$ cat src/rtl/exc_pipe_chain.sv
// Exception-tracking pipeline chain: carries {valid, pc, bd, exc, code} through
// DEPTH stages with per-stage hold, bubble insertion, flush and a saturating
// count of delivered excepting instructions.
module exc_pipe_chain #(
   parameter int unsigned DEPTH  = 3,
   parameter int unsigned CODE_W = 5,
   parameter int unsigned PC_W   = 32
) (
   input  logic                        clk,
   input  logic                        reset,
   input  logic                        in_valid,
   input  logic [PC_W-1:0]             in_pc,
   input  logic                        in_bd,
   input  logic                        in_exc,
   input  logic [CODE_W-1:0]           in_code,
   input  logic [DEPTH-2:0]            stage_exc,
   input  logic [(DEPTH-1)*CODE_W-1:0] stage_code,
   input  logic [DEPTH-1:0]            stall_mask,
   input  logic                        flush,
   output logic [DEPTH-1:0]            stage_valid,
   output logic                        out_valid,
   output logic [PC_W-1:0]             out_pc,
   output logic                        out_bd,
   output logic                        out_exc,
   output logic [CODE_W-1:0]           out_code,
   output logic                        any_exc,
   output logic [15:0]                 exc_count
);

   localparam int unsigned CNT_W = 16;
   localparam int unsigned LAST  = DEPTH - 1;

   logic [DEPTH-1:0]  valid_q, valid_d;
   logic [DEPTH-1:0]  exc_q, exc_d;
   logic [DEPTH-1:0]  bd_q, bd_d;
   logic [PC_W-1:0]   pc_q [DEPTH];
   logic [PC_W-1:0]   pc_d [DEPTH];
   logic [CODE_W-1:0] code_q [DEPTH];
   logic [CODE_W-1:0] code_d [DEPTH];
   logic [CNT_W-1:0]  cnt_q, cnt_d;
   logic [DEPTH-1:0]  hold;
   logic              deliver;

   // A stage holds when it or any downstream stage requests a stall.
   always_comb begin
      hold = '0;
      for (int i = 0; i < int'(DEPTH); i++) begin
         hold[i] = |(stall_mask >> i);
      end
   end

   // Next-state for all stages: reset, then flush, then hold/bubble/transfer.
   always_comb begin
      valid_d = valid_q;
      exc_d   = exc_q;
      bd_d    = bd_q;
      pc_d    = pc_q;
      code_d  = code_q;
      if (reset) begin
         valid_d = '0;
         exc_d   = '0;
         bd_d    = '0;
         for (int i = 0; i < int'(DEPTH); i++) begin
            pc_d[i]   = '0;
            code_d[i] = '0;
         end
      end else if (flush) begin
         valid_d = '0;
         exc_d   = '0;
         for (int i = 0; i < int'(DEPTH); i++) begin
            code_d[i] = '0;
         end
      end else begin
         if (!hold[0]) begin
            valid_d[0] = in_valid;
            pc_d[0]    = in_pc;
            bd_d[0]    = in_bd;
            exc_d[0]   = in_exc & in_valid;
            code_d[0]  = in_exc ? in_code : '0;
         end
         for (int i = 0; i < int'(DEPTH) - 1; i++) begin
            if (!hold[i+1]) begin
               if (hold[i]) begin
                  valid_d[i+1] = 1'b0;
                  exc_d[i+1]   = 1'b0;
                  code_d[i+1]  = '0;
               end else begin
                  valid_d[i+1] = valid_q[i];
                  pc_d[i+1]    = pc_q[i];
                  bd_d[i+1]    = bd_q[i];
                  exc_d[i+1]   = exc_q[i] | (valid_q[i] & stage_exc[i]);
                  if (exc_q[i]) begin
                     code_d[i+1] = code_q[i];
                  end else if (valid_q[i] && stage_exc[i]) begin
                     code_d[i+1] = stage_code[i*int'(CODE_W) +: CODE_W];
                  end else begin
                     code_d[i+1] = '0;
                  end
               end
            end
         end
      end
   end

   // Saturating count of excepting instructions leaving the last stage.
   always_comb begin
      deliver = valid_q[LAST] & ~stall_mask[LAST];
      cnt_d   = cnt_q;
      if (reset) begin
         cnt_d = '0;
      end else if (deliver && exc_q[LAST] && (cnt_q != {CNT_W{1'b1}})) begin
         cnt_d = cnt_q + CNT_W'(1);
      end
   end

   // State registers.
   always_ff @(posedge clk) begin
      valid_q <= valid_d;
      exc_q   <= exc_d;
      bd_q    <= bd_d;
      pc_q    <= pc_d;
      code_q  <= code_d;
      cnt_q   <= cnt_d;
   end

   assign stage_valid = valid_q;
   assign out_valid   = valid_q[LAST];
   assign out_pc      = pc_q[LAST];
   assign out_bd      = bd_q[LAST];
   assign out_exc     = exc_q[LAST];
   assign out_code    = code_q[LAST];
   assign any_exc     = |(valid_q & exc_q);
   assign exc_count   = cnt_q;

endmodule

$ cat config.mk
export PLATFORM = sky130hd
export DESIGN_NAME = exc_pipe_chain
export DESIGN_NICKNAME = d
export VERILOG_FILES = /design/src/rtl/exc_pipe_chain.sv
export SDC_FILE = /design/constraint.sdc
export NUM_CORES = 1
export LEC_CHECK = 0
export CORE_UTILIZATION = 50
export CTS_CLUSTER_SIZE = 40
export DETAILED_ROUTE_END_ITERATION = 10
export HOLD_SLACK_MARGIN = 0.1
export PLACE_DENSITY = 0.76
export SYNTH_ARGS = -nofsm -noshare
export SYNTH_HDL_FRONTEND = slang
export SYNTH_SLANG_ARGS = --single-unit
$ cat constraint.sdc
create_clock -name clk -period 2.15 [get_ports clk]
set_input_delay 0.43 -clock clk [delete_from_list [all_inputs] [get_ports clk]]
set_output_delay 0.43 -clock clk [all_outputs]
set_load 0.01 [all_outputs]
* Word-level counts from Yosys, hierarchy flattened
Index checks and enable logic that the tools add are counted.
W data, S select, Z words.
** Word-level totals
- Bits in registers :: 136
- Output and inout port bits :: 60
- Logic and storage cells :: 51
** Cells by class
- Add/sub/neg operators :: 1
- Equality and inequality tests :: 1
- Mux-type cells :: 11
- Bitwise logic cells :: 11
- Reductions and logical operators :: 11
** Operator list (count)
- $mux W5 :: 7
- $add A16 B1 Y16 const B :: 1
- $ne A16 B16 Y1 const B :: 1
- $reduce_and A3 Y1 :: 2
- $reduce_or A3 Y1 :: 2
- $and A1 B1 Y1 :: 4
- $logic_and A1 B1 Y1 :: 4
- $mux W1 :: 4
- $not A1 Y1 :: 4
- $reduce_or A2 Y1 :: 2
- $and A3 B3 Y3 :: 1
- $or A1 B1 Y1 :: 2
- $reduce_and A2 Y1 :: 1

* Logic depth before layout (Yosys ltp)
- Word-level depth :: 4
- Depth in mapped cells :: 7
- Mapped depth without buffers :: 5

* Least setup slack after synthesis
OpenSTA, ideal clock, no wires.
- Kind :: register -> register
- Start :: reg cnt_q[0], in the netlist exc_count[0]
- End :: reg cnt_q[1], in the netlist exc_count[1]
- Library setup time :: 0.128 ns
- Arrival time :: 1.646 ns
- Data required time :: 2.022 ns
- Path slack :: 0.377 ns
- Cell stages (with the launch flop) :: 6
- Cells stage by stage :: dfxtp_1 > ha_1 > nand4_1 > o41ai_4 > mux2i_1 > nor2_1
** On the way
- Word-level cells in the longest chain between the ends :: 2
- Elaborated cells on any way between the ends :: 3
- Classes of those cells :: 1 x add/sub; 1 x eq/ne; 1 x reduce/logical
** RTL lines
- start: declaration :: line 40 : logic [CNT_W-1:0] cnt_q, cnt_d;
- start signal: assignment :: line 123 : cnt_q <= cnt_d;
- parallel branches: the longest is 2 deep, another holds $add A16 B1 Y16
Several ways; the timed one is not identified.
A chain may end at the register's enable or synchronous reset.

* Worst setup path in the final report
- Start :: reg exc_q[1]
- End :: out any_exc
** On the way
- Word-level cells in the longest chain between the ends :: 2
** RTL lines
- start: declaration :: line 34 : logic [DEPTH-1:0] exc_q, exc_d;
- start signal: assignment :: line 119 : exc_q <= exc_d;
- $and A3 B3 Y3 :: line 132 : assign any_exc = |(valid_q & exc_q);
- $reduce_or A3 Y1 :: line 132
- end: declaration :: line 26 : output logic any_exc,
Every way passes these cells.

==> results.toml <==
[route]
ant_nets = 0
drt_wl_total_um = 11800
remaining_drc_errors = 0
vias = 4619
via_per_inst = 5.21
drtIter0Drc = 205
dr.pass1.iters = 4
routedWlPerCell_um = 13.3

[synth]
synth-async-reset-ratio_pct = 0
ys.flop_type = "dfxtp_1"
yosysTopAreaCellShare_pct = 50.6
synth_seq_cells = 136
netlist_area_mm2 = 0.00538
synth_area_per_cell_um2 = 8.10
synth_edf_count = 0
ys_top_cells_by_area = "dfxtp_1 51%, nand2_1 15%, a21oi_1 11%"
synth_nets = 723
synth_warnings = 0
yosysTopAreaCell = "dfxtp_1"
ys_seq_area_share_pct = 50.6
synthCells = 664
yosysUniqueCellTypes = 40

[sta]
tns_ps = 0
max_slew_margin_pct = 64.4
fmax_mhz = 478
period_minus_slack_ps = 2090
period_share_pct = 97.2
hold_viol_final = 0
fin_worst_skew_ps = 6.72
setup_viol = 0
rsz0062_at_grt = "false"
tightestPinTransition_ps = 533
finalMaxSlewViolations = 0

[clock_tree]
clock_latency_ps = 530
clockBufferDepth = 2
cts_root_buf = "clkbuf_8"
cts_made_buffers = 17
clock-sinks = 136
htree_num_levels = 4
clkTransAtPathRegs_ps = 60
cts_tree = "done"
cts_hold_buf = 0

[placed_design]
dpl.hpwl_um = 7810
portBuffers = 117
place_congestion = 0.828

[outcome]
status = "completed"

[pwr]
ir_worst_vdd_uv = 480
power.total_w = 0.00578
cellPowerDensity_mw_per_mm2 = 820
power_leakage_nw = 2.34

[hold_path]
min_path_type = "in2reg"
hp-start = "reset"

[layout]
nets = 796
final_cell_mix = "214 x nand2_1, 131 x dfxtp_1, 122 x a21oi_1"
layout_commonest_cell = "nand2_1"
fill_cells = 852
antenna-diode-count = 0
layout-drive-gt1-share_pct = 9.73
area_growth_syn_to_layout_pct = 31.2

[die]
row_count = 37
die_area_mm2 = 0.0112
io_pins = 118
design.core.area_mm2 = 0.0104
fp.dieH_um = 106
dieWidth_um = 106
start_util_pct = 51.9

[grt]
grt.overflow.total = 0
grt.total_usage_pct = 21.7
grt_max_degree = 70
grt_pass1_wl_um = 19600
antenna_found_initial = 0
grt_pass1_vias = 4266

[worst_setup_path]
slowest_stage = "clkdlybuf4s50_1"
end_kind = "output port"
rr_startpoint = "exc_count[0]"
crit_start = "exc_q[1]"
crit_chain = "a22oi_1 -> nand2_1 -> clkdlybuf4s50_1"
setup.worst_path.class = "reg2out"
cp.required_ps = 1720
crit_fanout = 8
rrSetupSlack_ps = 220
max_stage_delay_ps = 480
cp.arrival_ps = 1660
start_kind = "flop"

[run]
maxCapViolCount = 0
metal layers:
metal  wire length, um  track usage [%]
met3               525             5.07
met4               171             9.03
met5                 0                0
met2              5920             36.9
met1              5180             26.3
flip-flops by register name, indices dropped and copies added (netlist names):
name / count
bd_q: 3
out_pc: 32
pc_q: 64
out_code: 5
exc_q: 3
code_q: 10
exc_count: 16
stage_valid: 3
area by class of cell:
class	instances	area (um^2)	area share (%)
Clock buffer	19	422	5.98
Clock inverter	13	191	2.71
Inverter	2	7.51	0.106
Multi-Input combinational cell	446	2200	31.1
Sequential cell	136	2730	38.8
Tap cell	136	170	2.41
Timing Repair Buffer	134	1330	18.9
metrics by stage:
step | util, % | setup WS, ps | std cells | hold slack, ps | instance area (um^2)
floorplan | - | 377 | 664 | 425 | 5380
finish | 68.0 | 60.0 | 886 | 237 | 7050
CTS | 67.9 | 24.5 | 886 | 223 | 7050
detailed placement | 62.0 | -52.6 | 854 | 443 | 6430
global route | 68.0 | 6.04 | 886 | 231 | 7050
global placement | 62.0 | 6.37 | 854 | 436 | 6430
report_power, final:
group / leakage (nW) / total [W] / switching, W / internal (W)
registers: 1.10 / 0.00254 / 0.00000877 / 0.00253
logic: 0.955 / 0.000256 / 0.000122 / 0.000133
clock network: 0.289 / 0.00298 / 0.00109 / 0.00189
total: 2.34 / 0.00578 / 0.00122 / 0.00456
cells in the mapped netlist (all sizes together), types with 3 or more instances:
cell type	instances
nand2	214
dfxtp	136
a21oi	122
buf	50
clkbuf	30
nor2	24
a22oi	12
mux2	11
nand3	11
or3	10
o21ai	6
nand4	5
nor4	3
o31ai	3
or2	3
repair_timing:
item                                    4_1_cts  5_1_grt
setup buffers                                 0        0
gates resized for setup                       2        5
endpoints found under the setup margin        1        1
worst max-delay path: cells and delay by family (launching register included):
| kind | cells | cell delay (ps) |
|---|---|---|
| buffers and inverters | 1 | 480 |
| AND/OR/NAND/NOR | 1 | 100 |
| AO/OA/AOI/OAI | 1 | 190 |
| flip-flops | 1 | 370 |
path summary, 6_finish.rpt:
kind,endpoint,depth (start not counted)
setup / recovery,any_exc,3
hold / removal,exc_count[10],2
setup reg to reg,exc_count[1],5
hold reg to reg,code_q[10],2
cell families (layout without fill, tap and decap cells):
family	after synthesis	after routing	share of synthesized area [%]
AO/OA/AOI/OAI	149	149	15.3
XOR/XNOR	2	2	0.326
adder cells (fa/ha/maj)	1	1	0.233
buffers and inverters	82	168	8.82
flip-flops	136	136	50.6
multiplexers	12	12	2.49
AND/OR/NAND/NOR	282	282	22.2
No activity file was read; power rests on OpenSTA's default activity.
